$ cat config.mk
export PLATFORM = sky130hd
export DESIGN_NAME = interboard_tx_flat
export DESIGN_NICKNAME = d
export VERILOG_FILES = /design/src/rtl/interboard_tx_if.sv /design/src/rtl/interboard_tx.sv /design/src/flat_wrapper.sv
export SDC_FILE = /design/constraint.sdc
export NUM_CORES = 1
export LEC_CHECK = 0
export BUFFER_PORTS_ARGS = -buffer_cell sky130_fd_sc_hd__buf_2
export CORE_ASPECT_RATIO = 1.5
export CORE_MARGIN = 2
export CORE_UTILIZATION = 58
export CTS_CLUSTER_SIZE = 28
export DETAILED_ROUTE_END_ITERATION = 8
export MAX_ROUTING_LAYER = met4
export PLACE_DENSITY = 0.78
export SLEW_MARGIN = 20
export SYNTH_ARGS = -nofsm -noshare
export SYNTH_HDL_FRONTEND = slang
export SYNTH_SLANG_ARGS = --single-unit
$ cat constraint.sdc
create_clock -name clk -period 3.3 [get_ports clk]
set_clock_uncertainty 0.15 [all_clocks]
set_input_delay 0.66 -clock clk [delete_from_list [all_inputs] [get_ports clk]]
set_output_delay 0.66 -clock clk [all_outputs]
set_load 0.005 [all_outputs]
$ cat src/rtl/interboard_tx_if.sv
// Control and link signals of the inter-board serial transmitter.
//   master : the side that issues messages and models the remote ack
//            (drives ctrl_*, transmit, rx_ack)
//   slave  : the transmitter itself (drives tx_*, inter_ready, status flags)
interface interboard_tx_if;
  logic       ctrl_en;
  logic [2:0] ctrl_msg_type;
  logic [4:0] ctrl_number;
  logic       transmit;
  logic       rx_ack;
  logic       tx_frame;
  logic       tx_data;
  logic       tx_req;
  logic       inter_ready;
  logic       busy;
  logic       link_err;
  logic       overrun;

  modport master (
    output ctrl_en, ctrl_msg_type, ctrl_number, transmit, rx_ack,
    input  tx_frame, tx_data, tx_req, inter_ready, busy, link_err, overrun
  );

  modport slave (
    input  ctrl_en, ctrl_msg_type, ctrl_number, transmit, rx_ack,
    output tx_frame, tx_data, tx_req, inter_ready, busy, link_err, overrun
  );
endinterface

$ cat src/rtl/interboard_tx.sv
// interboard_tx: sends one 9-bit control frame ({type, number, odd parity},
// MSB first) bit-serially over a 4-phase req/ack link to the other board and
// pulses inter_ready once the last bit has been acknowledged.
// Ports:
//   clk  - system clock
//   rst  - asynchronous active-low reset
//   bus  - interboard_tx_if.slave: ctrl_en/ctrl_msg_type/ctrl_number/transmit
//          in, rx_ack in (async), tx_frame/tx_data/tx_req out (registered),
//          inter_ready pulse, busy, sticky link_err and overrun flags.
module interboard_tx #(
  parameter int SETUP_CYCLES = 4,
  parameter int TIMEOUT      = 50000,
  parameter int SYNC_STAGES  = 2
) (
  input  logic            clk,
  input  logic            rst,
  interboard_tx_if.slave  bus
);

  localparam int TMAX = (TIMEOUT > SETUP_CYCLES) ? TIMEOUT : SETUP_CYCLES;
  localparam int TW   = $clog2(TMAX + 1);

  typedef enum logic [2:0] {IDLE, SETUP, REQ_HI, REQ_LO, DONE, ERR} state_t;

  state_t                 state;
  logic [8:0]             shift;
  logic [3:0]             bit_cnt;
  logic [TW-1:0]          timer;
  logic [SYNC_STAGES-1:0] ack_sync;
  logic                   ack_s;

  logic tx_frame_q, tx_data_q, tx_req_q, inter_ready_q;
  logic busy_q, link_err_q, overrun_q;

  logic [7:0] msg;
  logic [8:0] frame_w;
  logic       busy_st;

  assign msg     = {bus.ctrl_msg_type, bus.ctrl_number};
  assign frame_w = {msg, ~^msg};
  assign ack_s   = ack_sync[SYNC_STAGES-1];
  // DONE still counts as busy so a strobe landing on the ready pulse is flagged.
  assign busy_st = (state == SETUP) || (state == REQ_HI) ||
                   (state == REQ_LO) || (state == DONE);

  // rx_ack comes from another board's clock domain.
  always_ff @(posedge clk or negedge rst) begin
    if (!rst) ack_sync <= '0;
    else      ack_sync <= {ack_sync[SYNC_STAGES-2:0], bus.rx_ack};
  end

  always_ff @(posedge clk or negedge rst) begin
    if (!rst) begin
      state         <= IDLE;
      shift         <= '0;
      bit_cnt       <= '0;
      timer         <= '0;
      tx_frame_q    <= 1'b0;
      tx_data_q     <= 1'b0;
      tx_req_q      <= 1'b0;
      inter_ready_q <= 1'b0;
      busy_q        <= 1'b0;
      link_err_q    <= 1'b0;
      overrun_q     <= 1'b0;
    end else begin
      inter_ready_q <= 1'b0;
      if (bus.ctrl_en && busy_st) overrun_q <= 1'b1;

      case (state)
        IDLE, ERR: begin
          if (bus.ctrl_en && bus.transmit) begin
            state      <= SETUP;
            shift      <= frame_w;
            bit_cnt    <= '0;
            timer      <= '0;
            tx_frame_q <= 1'b1;
            tx_data_q  <= frame_w[8];
            tx_req_q   <= 1'b0;
            busy_q     <= 1'b1;
          end
        end

        // tx_data has been stable since entry; raise req after the setup time.
        SETUP: begin
          if (timer == TW'(SETUP_CYCLES - 1)) begin
            state    <= REQ_HI;
            tx_req_q <= 1'b1;
            timer    <= '0;
          end else begin
            timer <= timer + 1'b1;
          end
        end

        REQ_HI: begin
          if (ack_s) begin
            state    <= REQ_LO;
            tx_req_q <= 1'b0;
            timer    <= '0;
          end else if (timer == TW'(TIMEOUT - 1)) begin
            state      <= ERR;
            tx_req_q   <= 1'b0;
            tx_frame_q <= 1'b0;
            tx_data_q  <= 1'b0;
            busy_q     <= 1'b0;
            link_err_q <= 1'b1;
            timer      <= '0;
          end else begin
            timer <= timer + 1'b1;
          end
        end

        // Wait for the remote to release ack before moving to the next bit.
        REQ_LO: begin
          if (!ack_s) begin
            timer <= '0;
            if (bit_cnt == 4'd8) begin
              state         <= DONE;
              inter_ready_q <= 1'b1;
              tx_frame_q    <= 1'b0;
              tx_data_q     <= 1'b0;
            end else begin
              state     <= SETUP;
              shift     <= {shift[7:0], 1'b0};
              tx_data_q <= shift[7];
              bit_cnt   <= bit_cnt + 1'b1;
            end
          end else if (timer == TW'(TIMEOUT - 1)) begin
            state      <= ERR;
            tx_req_q   <= 1'b0;
            tx_frame_q <= 1'b0;
            tx_data_q  <= 1'b0;
            busy_q     <= 1'b0;
            link_err_q <= 1'b1;
            timer      <= '0;
          end else begin
            timer <= timer + 1'b1;
          end
        end

        DONE: begin
          state  <= IDLE;
          busy_q <= 1'b0;
          timer  <= '0;
        end

        default: begin
          state  <= IDLE;
          busy_q <= 1'b0;
          timer  <= '0;
        end
      endcase
    end
  end

  assign bus.tx_frame    = tx_frame_q;
  assign bus.tx_data     = tx_data_q;
  assign bus.tx_req      = tx_req_q;
  assign bus.inter_ready = inter_ready_q;
  assign bus.busy        = busy_q;
  assign bus.link_err    = link_err_q;
  assign bus.overrun     = overrun_q;

endmodule

$ cat src/flat_wrapper.sv
// flat-port wrapper written by rule: the top's interface ports become plain ports
module interboard_tx_flat 
#(
  parameter int SETUP_CYCLES = 4,
  parameter int TIMEOUT      = 50000,
  parameter int SYNC_STAGES  = 2
)
  (clk, rst, bus_ctrl_en, bus_ctrl_msg_type, bus_ctrl_number, bus_transmit, bus_rx_ack, bus_tx_frame, bus_tx_data, bus_tx_req, bus_inter_ready, bus_busy, bus_link_err, bus_overrun);
  interboard_tx_if bus_i ();
  input  logic clk;
  input  logic rst;
  input wire logic [$bits(bus_i.ctrl_en)-1:0] bus_ctrl_en;
  input wire logic [$bits(bus_i.ctrl_msg_type)-1:0] bus_ctrl_msg_type;
  input wire logic [$bits(bus_i.ctrl_number)-1:0] bus_ctrl_number;
  input wire logic [$bits(bus_i.transmit)-1:0] bus_transmit;
  input wire logic [$bits(bus_i.rx_ack)-1:0] bus_rx_ack;
  output wire logic [$bits(bus_i.tx_frame)-1:0] bus_tx_frame;
  output wire logic [$bits(bus_i.tx_data)-1:0] bus_tx_data;
  output wire logic [$bits(bus_i.tx_req)-1:0] bus_tx_req;
  output wire logic [$bits(bus_i.inter_ready)-1:0] bus_inter_ready;
  output wire logic [$bits(bus_i.busy)-1:0] bus_busy;
  output wire logic [$bits(bus_i.link_err)-1:0] bus_link_err;
  output wire logic [$bits(bus_i.overrun)-1:0] bus_overrun;
  assign bus_i.ctrl_en = bus_ctrl_en;
  assign bus_i.ctrl_msg_type = bus_ctrl_msg_type;
  assign bus_i.ctrl_number = bus_ctrl_number;
  assign bus_i.transmit = bus_transmit;
  assign bus_i.rx_ack = bus_rx_ack;
  assign bus_tx_frame = bus_i.tx_frame;
  assign bus_tx_data = bus_i.tx_data;
  assign bus_tx_req = bus_i.tx_req;
  assign bus_inter_ready = bus_i.inter_ready;
  assign bus_busy = bus_i.busy;
  assign bus_link_err = bus_i.link_err;
  assign bus_overrun = bus_i.overrun;
  interboard_tx #(.SETUP_CYCLES(SETUP_CYCLES), .TIMEOUT(TIMEOUT), .SYNC_STAGES(SYNC_STAGES)) u_core (.clk(clk), .rst(rst), .bus(bus_i));
endmodule
* Yosys cells after proc, flatten, opt, wreduce, memory -nomap -nowiden
Index checks and enable logic that the tools add are counted.
** Operators by class
- Add/subtract/negate cells :: 2
- Equal/unequal tests :: 15
- Multiplexer cells :: 50
- Bitwise operators :: 1
- Reductions and logical operators :: 19
** Operators with widths (number)
- 16-bit two-way mux :: 5
- 16-bit case mux with 4 select lines :: 1
- 1-bit two-way mux :: 24
- 8-bit two-way mux :: 3
- 3-bit two-way mux :: 6
- 16-bit by 1-bit adder with 16-bit output, second input constant :: 1
- 16-bit equality test, second input constant :: 1
- 16-bit by 2-bit equality test with 1-bit output, second input constant :: 1
- 8-bit case mux with 2 select lines :: 1
- 4-bit AND reduction :: 4
- 4-bit two-way mux :: 3
- 3-bit case mux with 4 select lines :: 1
- 2-bit != test, second input constant :: 4
- 1-bit case mux with 4 select lines :: 2
- 4-bit case mux with 2 select lines :: 1
- 8-bit XNOR reduction :: 1
- 3-bit by 2-bit equality test with 1-bit output, second input constant :: 2
- 3-bit equality test, second input constant :: 2
- 1-bit case mux with 3 select lines :: 2
- 3-bit AND reduction :: 2
- 4-bit by 1-bit adder with 4-bit output, second input constant :: 1
- 4-bit equality test, second input constant :: 1
- 2-bit by 1-bit != test with 1-bit output, second input constant :: 2
- 2-bit nonzero test :: 2
- other kinds (11) :: 14
** Storage, ports and cells
- Register bits after elaboration :: 40
- Output and inout port bits :: 7
- Word-level logic and storage cells :: 99

* Longest topological paths before layout
- Depth after elaboration :: 5
- Gate-level depth with buffers :: 8
- Gate-level depth less buffers :: 7

* Worst setup path before layout
No wires, ideal clock.
- Kind :: reg2reg
- Start point :: register u_core.timer[11]
- End point :: register u_core.timer[3]
- Library setup time :: 0.124 ns
- Arrival time :: 2.134 ns
- Setup slack :: 0.892 ns
- Cell stages (with the launch flop) :: 6
- Buffers on the path :: 0
- Period minus slack after synthesis :: 2.408 ns
- Cell sequence :: dfrtp_1 or4_4 or4_4 o2bb2ai_2 and3_1 a211o_1
** Between the ends
- Cells in the longest elaborated chain, start to end :: 4
** Ends and longest elaborated chain
- start: declaration :: RTL line interboard_tx.sv:28 : logic [TW-1:0] timer;
- start signal: assignment :: RTL line interboard_tx.sv:90 : timer <= timer + 1'b1;
- start signal: assignment :: RTL line interboard_tx.sv:108 : timer <= timer + 1'b1;
- start signal: assignment :: RTL line interboard_tx.sv:136 : timer <= timer + 1'b1;
- 16-bit equality test :: RTL line interboard_tx.sv:99, interboard_tx.sv:127
- 16-bit two-way mux :: RTL line interboard_tx.sv:99, interboard_tx.sv:127
- 16-bit two-way mux, on equally long branches :: RTL line interboard_tx.sv:114, interboard_tx.sv:95
- 16-bit case mux with 4 select lines * :: RTL line interboard_tx.sv:69 : case (state)
Mark *: on every way between the ends. The rest lies on a longest branch, timed or not.
A chain may end at the register's enable or synchronous reset.

* Worst setup path after layout
Same ends and word-level chain as after synthesis.

==> results.py <==
metrics = {
    "drt": {
        "dr.pass1.iters": 5,
        "post_drt_wl_per_cell_um": 16.13,
        "postRouteAntennaNets": 0,
        "drt_iter0_markers": 29,
        "vias": 1888,
        "drc_errors": 0,
        "drt-vias-per-instance": 6.190,
        "drt_wl_total_um": 4920,
    },
    "power_and_ir_drop": {
        "fin_total_pwr_uw": 1826,
        "peakVddDrop_v": 0.0004830,
        "leakagePower_uw": 0.001068,
        "power_density_nw_per_um2": 744.5,
    },
    "global_routing": {
        "overflow": 0,
        "grt_pass1_vias": 1743,
        "grt_use_total": 0.2670,
        "antenna_found_initial": 0,
        "grt_max_degree": 41,
        "grt_pass1_wl_um": 8121,
    },
    "clock_network": {
        "postCtsHoldBufs": 0,
        "cts_buffers": 5,
        "cts_tree": "yes",
        "cts_buffer_depth": 2,
        "cts.repair.resized": 0,
        "root_buffer": "clkbuf_8",
        "clk_latency_ns": 0.30,
        "htree_num_levels": 2,
        "numClockSinks": 40,
        "cts.clk_slew.worst_paths_ns": 0.07,
        "post-cts-setup-buffers": 0,
    },
    "logic_synthesis": {
        "syn_nets": 259,
        "synth.top_cell.area_share": 0.4447,
        "syn_inst": 243,
        "synth_xor_area_frac": 0.04669,
        "synthMuxAreaShare": 0,
        "synth_edf_count": 0,
        "yosys.area.top_type": "dfrtp_1",
        "async_flop_share": 1.000,
        "synth_seq_cells": 40,
        "synth_common_cells": "40 x dfrtp_1, 26 x nand2_1, 22 x nor2_1",
        "yosysSeqAreaShare": 0.4447,
        "synthSimpleGateAreaFrac": 0.2657,
        "ys_types": 50,
        "synthTopCellsByArea": "dfrtp_1 44%, nand2_1 4.3%, nor2_1 3.7%",
        "synthFlopType": "dfrtp_1",
        "synth_fa_ha_area_frac": 0.01668,
        "yosysMostFrequentCell": "dfrtp_1",
        "synth_top_family_by_area": "simple AND/OR/NAND/NOR gates",
        "yosysWarnings": 0,
        "syn_area_um2": 2251,
        "synth-compound-area-share": 0.1879,
        "synth_area_per_cell_um2": 9.263,
    },
    "placement": {
        "place_area_um2": 2362,
        "gp_congestion": 0.8427,
        "dpl_worst_slack_ns": 0.6676,
        "dpl.hpwl_um": 3516,
        "place.port_buffers": 19,
    },
    "timing": {
        "tightestPinTransition_ns": 0.8648,
        "setup_slack_ns": 0.6498,
        "rsz0062_at_grt": "no",
        "final.period_utilization": 0.8031,
        "fin_setup_tns_ns": 0,
        "max_freq_mhz": 377.3,
        "post-route-min-period_ns": 2.650,
        "finalSetupViolations": 0,
        "slew_viol_final": 0,
        "relSlewSlack": 0.4235,
        "hold_violations": 0,
    },
    "setup_path": {
        "arrival_ns": 2.68,
        "worstPathRequired_ns": 3.33,
        "path_max_fanout": 15,
        "setup.worst_path.start": "u_core.timer[11]",
        "reg2regPathDepth": 5,
        "rrSetupSlack_ns": 0.65,
        "r2r-start": "u_core.timer[11]",
        "end_kind": "flop",
        "worstSetupPathType": "flop to flop",
        "crit_path_start_kind": "flop",
    },
    "job": {
        "cap_violations": 0,
    },
    "min_path": {
        "min-delay-start": "u_core.ack_sync[0]",
        "hold_depth": 0,
        "hp-class": "flop to flop",
    },
    "layout": {
        "fin_nets": 277,
        "diodes": 0,
        "drive_gt1_frac": 0.1374,
        "seq_area_um2": 1001,
        "fin_util": 0.6660,
        "syn2layout_area_growth_pct": 8.949,
        "fillers": 319,
        "finalInstanceArea_um2": 2452,
        "multi_input_area_um2": 1164,
    },
    "run_status": {
        "status": "complete, no violations",
    },
    "die": {
        "start_util": 0.6113,
        "die-area_um2": 4406,
        "fp.dieW_um": 54.87,
        "die_y_um": 80.30,
        "row_count": 27,
        "ios": 20,
        "core_um2": 3682,
    },
}
-- routing by layer --
layer	up-vias	track usage	part of all wire
li1	926	-	-
met2	43	0.4345	0.52
met3	7	0.05019	0.036
met5	-	-	0
met1	912	0.3155	0.43
met4	0	0.1075	0.013
-- layout by cell type, fill, tap and decap left out, types with 3 or more instances in the layout --
master / instances
o21ai_0: 16
a22o_1: 6
nand2_1: 26
a31oi_1: 7
nor3_1: 14
nor2_1: 22
xor2_1: 4
dfrtp_1: 40
nand4_1: 5
nand3b_1: 3
ha_1: 3
clkbuf_8: 6
buf_2: 19
nand2b_1: 5
nor2b_1: 3
nand3_1: 9
inv_1: 9
a21oi_1: 8
xnor2_1: 8
and3_1: 4
or3_1: 5
-- metrics by stage --
stage | instances | hold WS, ns
3_5_place_dp | 297 | 0.1913
2_1_floorplan | 243 | 0.1812
3_3_place_gp | 297 | 0.1865
5_1_grt | 305 | 0.2325
4_1_cts | 305 | 0.2082
6_report | 305 | 0.2039
-- critical path, stage by stage, from the launching register on --
cell,delay [ns]
dfrtp_1,0.44
or4_4,0.59
or4_4,0.61
o2bb2ai_2,0.28
and3_1,0.25
a211o_1,0.21
-- where the power goes --
part / internal [uW] / switching, uW
clock: 170 / 164
sequential: 605 / 107
combinational: 306 / 473
-- final timing paths --
path,endpoint
min in group asynchronous,u_core.shift[2]
max in group asynchronous,u_core.timer[15]
setup reg to reg,u_core.timer[3]
hold reg to reg,u_core.ack_sync[1]
hold / removal,u_core.ack_sync[1]
setup / recovery,u_core.timer[3]
-- cell type report --
| cell class | count | area share |
|---|---|---|
| Inverter | 9 | 0.01378 |
| Timing Repair Buffer | 21 | 0.04490 |
| Multi-Input combinational cell | 184 | 0.4745 |
| Sequential cell | 40 | 0.4082 |
| Clock buffer | 8 | 0.03673 |
| Tap cell | 43 | 0.02194 |
-- kinds of logic (layout without fill, tap and decap cells) --
kind of cell | count (synthesis) | count (layout)
xor+xnor | 12 | 12
simple gates | 110 | 110
buf+inv | 19 | 38
fa+ha+maj | 3 | 3
compound gates | 59 | 59
flops | 40 | 40
-- flip-flops by register name, indices dropped and copies added, names as in the netlist --
name / cells
u_core.bus.tx_frame: 1
u_core.ack_sync: 2
u_core.bus.overrun: 1
u_core.bus.inter_ready: 1
u_core.bus.tx_req: 1
u_core.state: 3
u_core.bus.busy: 1
u_core.shift: 8
u_core.bus.tx_data: 1
u_core.bit_cnt: 4
u_core.bus.link_err: 1
u_core.timer: 16
Power figures use the tool's default switching activity.
